[src/rtl/traffic_light_conflict_monitor_pkg.sv]
// rtl/traffic_light_conflict_monitor_pkg.sv - shared traffic-light lamp encodings, fault codes and timer width
package traffic_light_conflict_monitor_pkg;

  localparam int STATE_TIMER_BITS_DEFAULT = 16;

  localparam logic [2:0] LAMP_RED = 3'b100;
  localparam logic [2:0] LAMP_YEL = 3'b010;
  localparam logic [2:0] LAMP_GRN = 3'b001;

  typedef enum logic [2:0] {
    FC_NONE         = 3'd0,
    FC_CONFLICT     = 3'd1,
    FC_INVALID      = 3'd2,
    FC_YELLOW_SKIP  = 3'd3,
    FC_SHORT_YELLOW = 3'd4
  } faultCode_t;

  typedef enum logic [1:0] {
    ST_BLANK = 2'd0,
    ST_ARMED = 2'd1,
    ST_FAULT = 2'd2
  } monState_t;

  function automatic logic isValidLamp(input logic [2:0] lamp);
    return $onehot(lamp);
  endfunction

  function automatic logic isNonRed(input logic [2:0] lamp);
    return (lamp == LAMP_GRN) || (lamp == LAMP_YEL);
  endfunction

endpackage

[src/rtl/traffic_light_conflict_monitor_lamp_sequence_checker.sv]
// rtl/traffic_light_conflict_monitor_lamp_sequence_checker.sv - per-road lamp history, yellow timing and encoding flags (CONFLICT_MONITOR_YELLOW_CHECK_EN)
module lamp_sequence_checker
  import traffic_light_conflict_monitor_pkg::*;
#(
  parameter int MIN_YELLOW_COUNT = 30,
  parameter int STATE_TIMER_BITS = STATE_TIMER_BITS_DEFAULT
) (
  input  logic       clk,
  input  logic       reset_n,
  input  logic [2:0] lamp,
  output logic       yellowSkip,
  output logic       shortYellow,
  output logic       invalid
);

  assign invalid = !isValidLamp(lamp);

`ifdef CONFLICT_MONITOR_YELLOW_CHECK_EN
  localparam logic [STATE_TIMER_BITS-1:0] MIN_YEL = STATE_TIMER_BITS'(MIN_YELLOW_COUNT);

  logic [2:0]                  prevLamp;
  logic [STATE_TIMER_BITS-1:0] yelCnt;

  // Track previous lamp and the length of the current yellow run in every monitor state
  always_ff @(posedge clk or negedge reset_n) begin
    if (!reset_n) begin
      prevLamp <= LAMP_RED;
      yelCnt   <= '0;
    end else begin
      prevLamp <= lamp;
      if (lamp == LAMP_YEL) begin
        if (~&yelCnt) yelCnt <= yelCnt + 1'b1;
      end else begin
        yelCnt <= '0;
      end
    end
  end

  // Green straight to red skips yellow; leaving a yellow run before the minimum is short
  assign yellowSkip  = (prevLamp == LAMP_GRN) && (lamp == LAMP_RED);
  assign shortYellow = (yelCnt != '0) && (lamp != LAMP_YEL) && (yelCnt < MIN_YEL);
`else
  logic unusedInputs;
  assign unusedInputs = &{1'b0, clk, reset_n, MIN_YELLOW_COUNT[0], STATE_TIMER_BITS[0]};
  assign yellowSkip   = 1'b0;
  assign shortYellow  = 1'b0;
`endif

endmodule

[src/rtl/traffic_light_conflict_monitor.sv]
// rtl/traffic_light_conflict_monitor.sv - lamp conflict monitor FSM with filtered steady-state faults (CONFLICT_MONITOR_YELLOW_CHECK_EN)
module traffic_light_conflict_monitor
  import traffic_light_conflict_monitor_pkg::*;
#(
  parameter int FILTER_COUNT     = 3,
  parameter int MIN_YELLOW_COUNT = 30,
  parameter int BLANK_COUNT      = 16,
  parameter int STATE_TIMER_BITS = STATE_TIMER_BITS_DEFAULT
) (
  input  logic       clk,
  input  logic       reset_n,
  input  logic [2:0] primaryRoadLight_RYG,
  input  logic [2:0] secondaryRoadLight_RYG,
  input  logic       clear_fault,
  output logic       fault,
  output logic [2:0] fault_code,
  output logic       monitor_armed
);

  localparam logic [3:0]                  FILTER_LAST = 4'(FILTER_COUNT - 1);
  localparam logic [STATE_TIMER_BITS-1:0] BLANK_INIT  = STATE_TIMER_BITS'(BLANK_COUNT);

  monState_t                   state;
  logic [STATE_TIMER_BITS-1:0] blankCnt;
  logic [3:0]                  filterCnt;
  logic                        skipP, skipS, shortP, shortS, invP, invS;
  logic                        conflictNow, violationNow, filterHit;
  faultCode_t                  causeCode;

  lamp_sequence_checker #(
    .MIN_YELLOW_COUNT(MIN_YELLOW_COUNT),
    .STATE_TIMER_BITS(STATE_TIMER_BITS)
  ) primaryCheck (
    .clk        (clk),
    .reset_n    (reset_n),
    .lamp       (primaryRoadLight_RYG),
    .yellowSkip (skipP),
    .shortYellow(shortP),
    .invalid    (invP)
  );

  lamp_sequence_checker #(
    .MIN_YELLOW_COUNT(MIN_YELLOW_COUNT),
    .STATE_TIMER_BITS(STATE_TIMER_BITS)
  ) secondaryCheck (
    .clk        (clk),
    .reset_n    (reset_n),
    .lamp       (secondaryRoadLight_RYG),
    .yellowSkip (skipS),
    .shortYellow(shortS),
    .invalid    (invS)
  );

  assign conflictNow  = isNonRed(primaryRoadLight_RYG) && isNonRed(secondaryRoadLight_RYG);
  assign violationNow = conflictNow || invP || invS;
  assign filterHit    = violationNow && (filterCnt == FILTER_LAST);

  // Pick the lowest-numbered cause that would latch on this edge
  always_comb begin
    causeCode = FC_NONE;
    if (filterHit && conflictNow)  causeCode = FC_CONFLICT;
    else if (filterHit)            causeCode = FC_INVALID;
    else if (skipP || skipS)       causeCode = FC_YELLOW_SKIP;
    else if (shortP || shortS)     causeCode = FC_SHORT_YELLOW;
  end

  // Monitor FSM: blank after reset/clear, check while armed, hold fault until a clean clear
  always_ff @(posedge clk or negedge reset_n) begin
    if (!reset_n) begin
      state         <= ST_BLANK;
      blankCnt      <= BLANK_INIT;
      filterCnt     <= '0;
      fault         <= 1'b0;
      fault_code    <= FC_NONE;
      monitor_armed <= 1'b0;
    end else begin
      case (state)
        ST_BLANK: begin
          filterCnt <= '0;
          if (blankCnt <= STATE_TIMER_BITS'(1)) begin
            state         <= ST_ARMED;
            monitor_armed <= 1'b1;
          end else begin
            blankCnt <= blankCnt - 1'b1;
          end
        end
        ST_ARMED: begin
          if (causeCode != FC_NONE) begin
            state         <= ST_FAULT;
            fault         <= 1'b1;
            fault_code    <= causeCode;
            monitor_armed <= 1'b0;
            filterCnt     <= '0;
          end else if (violationNow) begin
            filterCnt <= filterCnt + 4'd1;
          end else begin
            filterCnt <= '0;
          end
        end
        ST_FAULT: begin
          if (clear_fault && !violationNow) begin
            state      <= ST_BLANK;
            blankCnt   <= BLANK_INIT;
            fault      <= 1'b0;
            fault_code <= FC_NONE;
          end
        end
        default: begin
          state         <= ST_BLANK;
          blankCnt      <= BLANK_INIT;
          filterCnt     <= '0;
          fault         <= 1'b0;
          fault_code    <= FC_NONE;
          monitor_armed <= 1'b0;
        end
      endcase
    end
  end

endmodule

[config.mk]
export PLATFORM = sky130hd
export DESIGN_NAME = traffic_light_conflict_monitor
export DESIGN_NICKNAME = d
export VERILOG_FILES = /design/src/rtl/traffic_light_conflict_monitor_pkg.sv /design/src/rtl/traffic_light_conflict_monitor_lamp_sequence_checker.sv /design/src/rtl/traffic_light_conflict_monitor.sv
export SDC_FILE = /design/constraint.sdc
export NUM_CORES = 1
export LEC_CHECK = 0
export CAP_MARGIN = 20
export CORE_UTILIZATION = 57
export DETAILED_ROUTE_END_ITERATION = 12
export PLACE_DENSITY = 0.76
export SYNTH_ARGS = -nofsm -noshare
export SYNTH_HDL_FRONTEND = slang
export SYNTH_SLANG_ARGS = --single-unit
[constraint.sdc]
create_clock -name clk -period 1.89 [get_ports clk]
set_input_delay 0.189 -clock clk [delete_from_list [all_inputs] [get_ports clk]]
set_output_delay 0.189 -clock clk [all_outputs]
set_load 0.1 [all_outputs]
==> summary.json, run 1 <==
{
  "yosys": {
    "synth.distinct_cells": 52,
    "most_area_hungry_cell_type_in_the_yosys_netlist": "dfrtp_1",
    "synth_top_area_frac": 0.369,
    "syn-num-nets": 194,
    "synth.area.top_cells": "dfrtp_1 (37%), o21ai_1 (6.2%), xor2_1 (4.1%), nand2_1 (3.5%), inv_1 (3.1%)",
    "syn_avg_cell_area_um2": 9.47,
    "synth_flop_cell": "dfrtp_1",
    "synthMostInstantiatedCell": "dfrtp_1",
    "syn_inst": 179,
    "post_synth_edffs": 0,
    "syn-cell-area_um2": 1700,
    "async_reset_ff_frac": 1.00,
    "seq_total_area_yosys": 0.385,
    "synth_top_cells_by_count": "dfrtp_1 (25), o21ai_1 (21), nand2_1 (16)",
    "synth.yosys.warnings": 0,
    "postSynthRegisterBits": 26
  },
  "die": {
    "die_height_um": 56.5,
    "die_area_um2": 3200,
    "placementRows": 19,
    "floorplan.io_pins": 14,
    "die_x_um": 56.5,
    "effective_utilization_at_floorplan": 0.610,
    "core-area_um2": 2780
  },
  "cts": {
    "cts_root_buf": "clkbuf_4",
    "cts_tree": "yes",
    "hold_buffer_count_at_cts": 0,
    "clk_path_buf_depth": 2,
    "cts.clk_slew.worst_paths_ns": 0.14,
    "htreeDepth": 1,
    "cts_buffers": 3,
    "worst_skew_pair.late_latency_ns": 0.32,
    "clock_sinks": 26
  },
  "timing": {
    "final-setup-viol-count": 0,
    "hold_viol_final": 0,
    "post-route-min-period_ns": 1.81,
    "rsz0062_at_grt": "no",
    "fmaxAchievable_mhz": 554,
    "final.setup.tns_ns": 0,
    "finalCritPeriodShare": 0.955,
    "slew_viol_final": 0,
    "worst_clock_skew_ns": 0.00594
  },
  "critical_path": {
    "critPathArrivalTime_ns": 2.05,
    "crit-reg2reg-launch": "blankCnt[12]$_DFFE_PN0P_",
    "cpPeakStageDelay_ns": 0.47,
    "worstSetupPathType": "reg2reg",
    "cp_slowest_cell": "dfrtp_1",
    "list_of_cells_traversed_by_the_critical_path": "nor3_4, o2111ai_2, buf_6, o21bai_2, mux2_1, o22ai_1",
    "crit-reg2reg-capture": "blankCnt[1]$_DFFE_PN0P_",
    "setup.reg_to_reg.worst_slack_ns": 0.08,
    "critPathLaunchType": "register",
    "path_max_fanout": 7,
    "timing.critical_path.required_ns": 2.13,
    "worstSetupEndpointType": "register",
    "register_to_register_path_depth": 6
  },
  "cells_and_area": {
    "storage_element_area_um2": 652,
    "filler_instances": 195,
    "area_delta_synth_final_pct": 23.2,
    "antenna_cells_inserted": 0,
    "multiInputGateArea_um2": 986,
    "fin_nets": 232,
    "utilization": 0.751,
    "drive_above_1_share": 0.264,
    "layoutNonFillerInstCount": 247
  },
  "flow_run": {
    "maxCapViolations": 0
  },
  "drt": {
    "vias": 1417,
    "routedWlPerCell_um": 14.2,
    "first_pass_iters": 4,
    "routed_via_density": 5.74,
    "drc_errors": 0,
    "finalWirelength_mm": 3.51,
    "antenna_left": 0,
    "drt_first_iter_violations": 42
  },
  "status": {
    "outcome": "finished, final reports clean"
  },
  "global_route": {
    "met3_usage": 0.0253,
    "grt_max_degree": 27,
    "vias_in_the_first_global_route": 1444,
    "grt_pass1_wl_mm": 6.15,
    "globalRouteMet2Util": 0.413,
    "grt_usage": 0.244,
    "grt_antenna_before_repair": 0,
    "global_route.overflow_total": 0,
    "grt_most_used_layer": "met2",
    "global_route.usage.met1": 0.317
  },
  "placed_design": {
    "placedCellCount": 242,
    "detailed_place_hpwl_mm": 2.71,
    "finalWeightedCongestion": 0.862,
    "io_buffers": 12
  },
  "power_and_ir_drop": {
    "peakVddDrop_v": 0.000564,
    "power.static_leakage_nw": 0.855,
    "power-per-cell-area_nw_per_um2": 422
  },
  "min_path": {
    "hold_class": "in2async"
  }
}
## state kept, by name (all words and copies together), names as in the netlist
| name | cells |
|---|---|
| state | 2 |
| fault_code | 2 |
| filterCnt | 4 |
| blankCnt | 16 |
| fault | 1 |
| monitor_armed | 1 |
## critical path: cells and delay by family, from the launching register on
| kind | cells | cell delay (ns) |
|---|---|---|
| AO/OA/AOI/OAI | 3 | 0.48 |
| flip-flops | 1 | 0.47 |
| multiplexers | 1 | 0.33 |
| AND/OR/NAND/NOR | 1 | 0.24 |
| buffers and inverters | 1 | 0.18 |
## metrics by stage
| step | hold slack (ns) | setup slack [ns] | instance area, um^2 | total power, mW |
|---|---|---|---|---|
| after floorplan | -0.107 | 0.0447 | 1700 | 0.601 |
| after global placement | 0.491 | -0.373 | 2010 | 0.647 |
| after global routing | 0.236 | 0.00475 | 2090 | 0.917 |
| after CTS | 0.233 | 0.0217 | 2060 | 0.890 |
| after detailed placement | 0.502 | -0.433 | 2010 | 0.650 |
| final | 0.221 | 0.0849 | 2090 | 0.882 |
## repair_timing
action                                  CTS  global route
endpoints found under the setup margin   14             5
endpoints found under the hold margin     0             0
pin swaps                                 4             0
setup buffers                             1             0
gates resized for setup                  11             7
## cell families (layout without fill, tap and decap cells)
kind of cell    count (synthesis)  count (layout)  share of synthesized area
flops                          26              26                      0.385
xor+xnor                       14              14                     0.0723
mux                             2               2                     0.0133
simple gates                   65              65                      0.230
fa+ha+maj                       6               6                     0.0531
compound gates                 45              45                      0.188
other cells                     1               1                    0.00221
buf+inv                        20              57                     0.0561
## cells in the final DEF (no fill, tap or decap), drive strengths merged, types with 3 or more instances in the layout
cell / count
a21oi: 4
and2: 3
buf: 31
clkbuf: 4
dfrtp: 25
dlygate4sd2: 6
ha: 4
inv: 14
nand2: 17
nand2b: 3
nand3b: 3
nand4: 3
nor2: 8
nor2b: 4
nor3: 11
nor3b: 4
nor4: 3
o21ai: 23
xnor2: 6
xor2: 8
## final cells by class
class	count	area share
multi-input cells	133	0.472
inverters	14	0.0251
well taps	31	0.0186
flip-flops and latches	26	0.312
clock buffers	4	0.0126
repair buffers	39	0.160
## power by group
part / total [mW] / switching (mW) / internal (mW)
clock: 0.248 / 0.165 / 0.0827
combinational: 0.0780 / 0.0434 / 0.0346
sequential: 0.556 / 0 / 0.556
## how the worst max path moves through the flow
stage | slack (ns) | cells past startpoint | startpoint | end
2_1_floorplan | 0.04 | 7 | secondaryRoadLight_RYG[0] | blankCnt[13]$_DFFE_PN0P_
3_3_place_gp | -0.37 | 7 | secondaryRoadLight_RYG[0] | blankCnt[0]$_DFFE_PN0P_
3_5_place_dp | -0.43 | 7 | primaryRoadLight_RYG[0] | blankCnt[0]$_DFFE_PN0P_
4_1_cts | 0.02 | 7 | blankCnt[1]$_DFFE_PN0P_ | blankCnt[1]$_DFFE_PN0P_
5_1_grt | 0.005 | 7 | blankCnt[1]$_DFFE_PN0P_ | blankCnt[1]$_DFFE_PN0P_
6_report | 0.08 | 6 | blankCnt[12]$_DFFE_PN0P_ | blankCnt[1]$_DFFE_PN0P_
## layer usage
layer  part of all wire  vias up
met5                  0        -
met4              0.016        0
met3              0.027        6
met2               0.50       25
met1               0.46      678
li1                   -      708
No activity file was read; power rests on OpenSTA's default activity.
==> run 2: changes to the inputs <==
--- a/config.mk
+++ b/config.mk
@@ -6,9 +6,9 @@
 export NUM_CORES = 1
 export LEC_CHECK = 0
 export CAP_MARGIN = 20
-export CORE_UTILIZATION = 57
+export CORE_UTILIZATION = 46
 export DETAILED_ROUTE_END_ITERATION = 12
-export PLACE_DENSITY = 0.76
+export PLACE_DENSITY = 0.63
 export SYNTH_ARGS = -nofsm -noshare
 export SYNTH_HDL_FRONTEND = slang
 export SYNTH_SLANG_ARGS = --single-unit
==> summary.json, run 2 (same netlist as run 1, synthesis figures left out) <==
{
  "global_route": {
    "grt_pass1_wl": {"value": 6.68, "unit": "mm", "change": "+8.5%"},
    "grt_usage": {"value": 0.219, "change": "-0.0250"},
    "grt_antenna_before_repair": {"value": 0, "change": "unchanged"},
    "grt_max_degree": {"value": 27, "change": "unchanged"},
    "vias_in_the_first_global_route": {"value": 1446, "change": "+0.14%"},
    "global_route.overflow_total": {"value": 0, "change": "unchanged"}
  },
  "drt": {
    "routedWlPerCell": {"value": 15.1, "unit": "um", "change": "+6.1%"},
    "drc_errors": {"value": 0, "change": "unchanged"},
    "wl_met2": {"value": 2.08, "unit": "mm", "change": "+20%"},
    "vias": {"value": 1432, "change": "+1.1%"},
    "drt_first_iter_violations": {"value": 67, "change": "+60%"},
    "met3_length": {"value": 77, "unit": "um", "change": "-18%"},
    "routed_via_density": {"value": 5.38, "change": "-6.2%"},
    "antenna_left": {"value": 0, "change": "unchanged"},
    "first_pass_iters": {"value": 4, "change": "unchanged"},
    "finalWirelength": {"value": 4.00, "unit": "mm", "change": "+14%"},
    "met1Wirelength": {"value": 1.77, "unit": "mm", "change": "+9.3%"},
    "routed.top_layer": "met4"
  },
  "cells_and_area": {
    "largest_register_ffs": {"value": 16, "change": "unchanged"},
    "top_regs": "blankCnt x16, filterCnt x4",
    "drive_above_1_share": {"value": 0.277, "change": "+0.0134"},
    "filler_instances": {"value": 290, "change": "+49%"},
    "antenna_cells_inserted": {"value": 0, "change": "unchanged"},
    "fin_nets": {"value": 236, "change": "+1.7%"},
    "utilization": {"value": 0.633, "change": "-0.118"},
    "largest_register": "blankCnt",
    "final_common_cell": "buf_4",
    "area_delta_synth_final_pct": 28.5,
    "most_frequent_cells_in_the_layout": "buf_4 (33), dfrtp_1 (23), o21ai_1 (20)"
  },
  "cts": {
    "clk_path_buf_depth": {"value": 2, "change": "unchanged"},
    "cts_root_buf": "clkbuf_8",
    "cts.clk_slew.worst_paths": {"value": 0.10, "unit": "ns", "change": "-0.04 ns"},
    "hold_buffer_count_at_cts": {"value": 0, "change": "unchanged"},
    "worst_skew_pair.late_latency": {"value": 0.28, "unit": "ns", "change": "-0.04 ns"},
    "cts_buffers": {"value": 3, "change": "unchanged"},
    "cts_tree": "yes",
    "htreeDepth": {"value": 1, "change": "unchanged"},
    "clock_sinks": {"value": 26, "change": "unchanged"}
  },
  "die": {
    "die_area": {"value": 3930, "unit": "um^2", "change": "+23%"},
    "floorplan.io_pins": {"value": 14, "change": "unchanged"},
    "placementRows": {"value": 21, "change": "+2"},
    "die_x": {"value": 62.7, "unit": "um", "change": "+11%"},
    "effective_utilization_at_floorplan": {"value": 0.493, "change": "-0.117"},
    "core-area": {"value": 3440, "unit": "um^2", "change": "+24%"},
    "die_height": {"value": 62.7, "unit": "um", "change": "+11%"}
  },
  "power_and_ir_drop": {
    "power.static_leakage": {"value": 0.883, "unit": "nW", "change": "+3.3%"},
    "power": {"value": 0.972, "unit": "mW", "change": "+10%"},
    "power-per-cell-area": {"value": 446, "unit": "nW/um^2", "change": "+5.7%"},
    "peakVddDrop": {"value": 0.000341, "unit": "V", "change": "-40%"}
  },
  "placed_design": {
    "finalWeightedCongestion": {"value": 0.902, "change": "+4.6%"},
    "detailed_place_hpwl": {"value": 2.73, "unit": "mm", "change": "+0.77%"},
    "io_buffers": {"value": 12, "change": "unchanged"}
  },
  "critical_path": {
    "worstPathBufferInverterCount": {"value": 3, "change": "+2"},
    "setup.reg_to_reg.worst_slack": {"value": 0.1, "unit": "ns", "change": "about the same"},
    "critPathLaunchType": "input pin",
    "critPathCapture": "fault_code[0]$_DFFE_PN0P_",
    "list_of_cells_traversed_by_the_critical_path": "dlygate4sd2_1, inv_1, fa_1, and4bb_2, o41ai_4, buf_4, o21a_2, a21o_1",
    "worstSetupEndpointType": "register",
    "timing.critical_path.from": "secondaryRoadLight_RYG[1]",
    "critPathArrivalTime": {"value": 1.97, "unit": "ns", "change": "-0.08 ns"},
    "cp_slowest_cell": "fa_1",
    "worst_path_dominant_cell_family": "compound AO/OA/AOI/OAI gates",
    "register_to_register_path_depth": {"value": 7, "change": "+1"},
    "cpPeakStageDelay": {"value": 0.41, "unit": "ns", "change": "-0.06 ns"},
    "crit-reg2reg-launch": "blankCnt[1]$_DFFE_PN0P_",
    "timing.critical_path.required": {"value": 2.07, "unit": "ns", "change": "-0.06 ns"},
    "critical_path_cell_count": {"value": 8, "change": "+2"},
    "crit-reg2reg-capture": "blankCnt[1]$_DFFE_PN0P_",
    "worstSetupPathType": "in2reg",
    "path_max_fanout": {"value": 4, "change": "-3"}
  },
  "timing": {
    "finalCritPeriodShare": {"value": 0.948, "change": "-0.00720"},
    "hold_viol_final": {"value": 0, "change": "unchanged"},
    "final-setup-viol-count": {"value": 0, "change": "unchanged"},
    "fmaxAchievable": {"value": 558, "unit": "MHz", "change": "+0.76%"},
    "hold-worst-slack": {"value": 0.272, "unit": "ns", "change": "+0.0511 ns"},
    "final.setup.tns": {"value": 0, "unit": "ns", "change": "unchanged"},
    "worst_clock_skew": {"value": 0.00866, "unit": "ns", "change": "+0.00272 ns"},
    "slew_viol_final": {"value": 0, "change": "unchanged"},
    "post-route-min-period": {"value": 1.79, "unit": "ns", "change": "-0.0136 ns"}
  },
  "status": {
    "outcome": "finished, final reports clean"
  },
  "min_path": {
    "hold_class": "in2async"
  },
  "flow_run": {
    "maxCapViolations": {"value": 0, "change": "unchanged"}
  }
}
-- run 2: changes by cell type in the layout (fill, tap and decap cells not counted), moves of 2 or more --
| cell | delta |
|---|---|
| dfrtp_1 | -2 |
| inv_1 | +3 |
| clkbuf_4 | -3 |
| clkbuf_8 | +3 |
| nor3_2 | -2 |
| buf_4 | +5 |
| inv_2 | -3 |
| dfrtp_2 | +2 |
| nor3_4 | +2 |
-- run 2: timing repair --
| item | CTS | global route |
|---|---|---|
| setup endpoints to repair | 26 | 15 |
| setup buffers | 3 | 2 |
| cloned | 1 | 0 |
| resized for setup | 8 | 14 |
| pin swaps | 3 | 3 |
-- run 2: per-stage QoR --
stage,std cells,setup slack (ns),cell area (um^2)
global route,266,-0.0150,2180
detailed placement,256,-0.481,2010
finish,266,0.0985,2180
global placement,256,-0.400,2010
floorplan,179,0.0447,1700
CTS,264,0.0410,2100
-- run 2: area by class of cell --
| cell class | count | area (um^2) | area share |
|---|---|---|---|
| Clock buffer | 4 | 45.0 | 0.0207 |
| Tap cell | 46 | 57.6 | 0.0264 |
| Multi-Input combinational cell | 134 | 1030 | 0.472 |
| Sequential cell | 26 | 654 | 0.300 |
| Inverter | 14 | 52.6 | 0.0241 |
| Timing Repair Buffer | 42 | 342 | 0.157 |
-- run 2: how the worst min path moves through the flow --
stage	to	slack, ns	cells after the start
3_3_place_gp	monitor_armed$_DFFE_PN0P_	0.49	1
4_1_cts	fault_code[1]$_DFFE_PN0P_	0.29	2
5_1_grt	fault_code[1]$_DFFE_PN0P_	0.31	2
6_report	fault_code[1]$_DFFE_PN0P_	0.27	2
2_1_floorplan	blankCnt[0]$_DFFE_PN0P_	-0.11	0
3_5_place_dp	monitor_armed$_DFFE_PN0P_	0.48	1
-- run 2: report_power, final --
part | internal [mW] | total [mW] | switching, mW
sequential | 0.556 | 0.556 | 0
combinational | 0.0359 | 0.0818 | 0.0459
clock | 0.151 | 0.335 | 0.183
-- run 2: per-layer routing --
metal	up-vias	GRT usage
met1	696	0.275
li1	715	-
met5	-	0
met4	0	0.0901
met3	6	0.0328
met2	15	0.374
-- run 2: worst register-to-register path: stages, from the launching register on --
cell,delay [ns]
dfrtp_1,0.40
inv_2,0.12
ha_2,0.24
o2111ai_4,0.16
buf_4,0.19
o21bai_2,0.15
mux2_1,0.34
o22ai_1,0.12
==> variant, RTL diff (settings of run 2) <==
Set the package constant `STATE_TIMER_BITS_DEFAULT` to 24 (it was 16).
--- a/src/rtl/traffic_light_conflict_monitor_pkg.sv
+++ b/src/rtl/traffic_light_conflict_monitor_pkg.sv
@@ -3,3 +3,3 @@
 
-  localparam int STATE_TIMER_BITS_DEFAULT = 16;
+  localparam int STATE_TIMER_BITS_DEFAULT = 24;
 
Check against the original RTL: same outputs for any inputs over 10 cycles, from zero or initial values and one cycle with reset_n low; that may be too few to reach the edited logic, so the function may still have changed.
==> variant against run 2 <==
The run now ends with negative setup slack left. Final area is 35% higher. Setup slack worse by 0.11 ns. Non-clock buffer count is 24 higher. Total power is 50% higher. Sequential cell count is 8 higher. Routed wire length is 39% higher. Clock skew is 0.00061 ns higher. Area after synthesis is 23% higher. Largest cell class unchanged.
==> variant: results (changes against run 2) <==
* Largest net degree at the start of global routing at 35 (+30%)
* Final setup violation count at 1 (+1)
* GPL Wtd Cong at 0.858 (-4.9%)
* Wire per inst at 16.7 um (+11%)
* # nets final at 295 (+25%)
* Yosys cell types at 55 (+5.8%)
* Seq/Total Area, Yosys at 40.8% (+2.3 points)
* Largest registers: blankCnt: 24 flops, filterCnt: 4 flops
* Share of layout cells above drive strength 1 at 41.6% (+14 points)
* Max IR drop VDD at 0.000423 V (+24%)
* HPWL Detailed at 3860 um (+41%)
* Outcome: finished, violations left
* Maximum fanout along the worst path at 8 (+4)
* Number of global-route vias before repair at 1927 (+33%)
* Final wirelength at 5570 um (+39%)
* Dpl cell area at 2560 um2 (+27%)
* Clock-pin slew on the worst setup and hold paths at 0.07 ns (-0.03 ns)
* # fillers at 337 (+16%)
* Synth area leaders: dfrtp_1 39%, nand2_1 3.4%, nand3_1 3.1%
* Int Pwr at 0.00114 W (+53%)
* Final worst slack at -0.00725 ns (-0.106 ns)
* Setup TNS at -0.00725 ns (-0.00725 ns)
* Via/cell ratio at 5.74 (+6.7%)
* Failing checks: negative setup slack
* Syn nets at 229 (+18%)
* First-pass GRT wire length at 9110 um (+36%)
* TritonCTS buffer count at 5 (+2)
* Arr. time, crit path at 2.11 ns (+0.14 ns)
* Clk_skew at 0.00927 ns (+0.000611 ns)
* Post-synthesis average cell area at 9.77 um2 (+3.2%)
* Most common library cells after synthesis: 33 x dfrtp_1, 19 x nand2_1, 16 x nor2_1
* Static Leakage at 1.20 nW (+35%)
* Port bufs at 12 (unchanged)
* H-tree depth at 2 (+1)
* DP Cell Count at 313 (+22%)
[variant: cell count changes after synthesis, moves of 4 or more]
cell and delta:
or4_1 +6, o21ai_1 -18, o31ai_1 +6, nand3_1 +12, nor2_1 +8, xnor2_1 -4
mux2i_1 +4, nor3_2 -4, xor2_1 -4, a21oi_1 +7, dfrtp_1 +8, o21ai_0 +9
[variant: path summary, 6_finish.rpt]
check	from	end	slack (ns)	cells past startpoint
max in group asynchronous	reset_n	blankCnt[4]	1.23	2
hold reg to reg	fault	fault	0.51	2
hold / removal	reset_n	blankCnt[23]	0.31	2
setup reg to reg	blankCnt[3]	blankCnt[17]	-0.007	6
setup / recovery	blankCnt[3]	blankCnt[17]	-0.007	6
min in group clk	primaryRoadLight_RYG[2]	fault_code[0]	0.51	5
[variant: cells by family after synthesis]
logic type	count (synthesis)	share of synthesized area (%)
compound gates	52	18.0
xor+xnor	6	2.51
fa+ha+maj	6	4.31
buf+inv	19	4.73
flops	34	40.8
mux	4	1.92
other cells	1	0.179
simple gates	92	27.6
[variant: area by class of cell]
type                       instances  share of cell area (%)
inverter                          11                    1.74
timing repair buffer              66                    18.5
sequential                        34                    29.0
tap                               52                    2.21
multi-input combinational        162                    44.8
clock buffer                       8                    3.74
[variant: power by group through the flow]
stage	Combinational (W)	Clock, W	Sequential (W)
floorplan	0.0000319	0	0.000741
global placement	0.0000825	0	0.000741
detailed placement	0.0000885	0	0.000741
CTS	0.0000972	0.000643	0.000727
global route	0.000113	0.000668	0.000727
finish	0.000103	0.000628	0.000728
[variant: per-stage QoR]
stage	worst slack, ns	util [%]
after floorplan	-0.0198	-
after global placement	-0.650	58.7
after detailed placement	-0.771	58.7
after CTS	-0.0113	63.8
after global routing	-0.0759	67.6
final	-0.00725	67.6
[variant: layer usage]
metal | vias up | global-route usage [%] | wire length [um]
met5 | - | 0 | 0
met4 | 0 | 7.48 | 69
met3 | 12 | 5.23 | 300
met2 | 53 | 39.3 | 2830
met1 | 925 | 31.2 | 2380
li1 | 923 | - | -
[variant: repair_timing]
item	CTS	global route
pin swaps	8	21
endpoints found under the hold margin	0	0
endpoints found under the setup margin	33	28
cloned	0	1
gates resized for setup	20	36
buffers inserted	4	8
[variant: critical path, cell delays in order (launching register included)]
cell and delay (ns):
dfrtp_1 0.42, buf_6 0.15, nor4_4 0.28, and4_4 0.30, o211ai_4 0.10, or4_4 0.43
a21oi_2 0.13
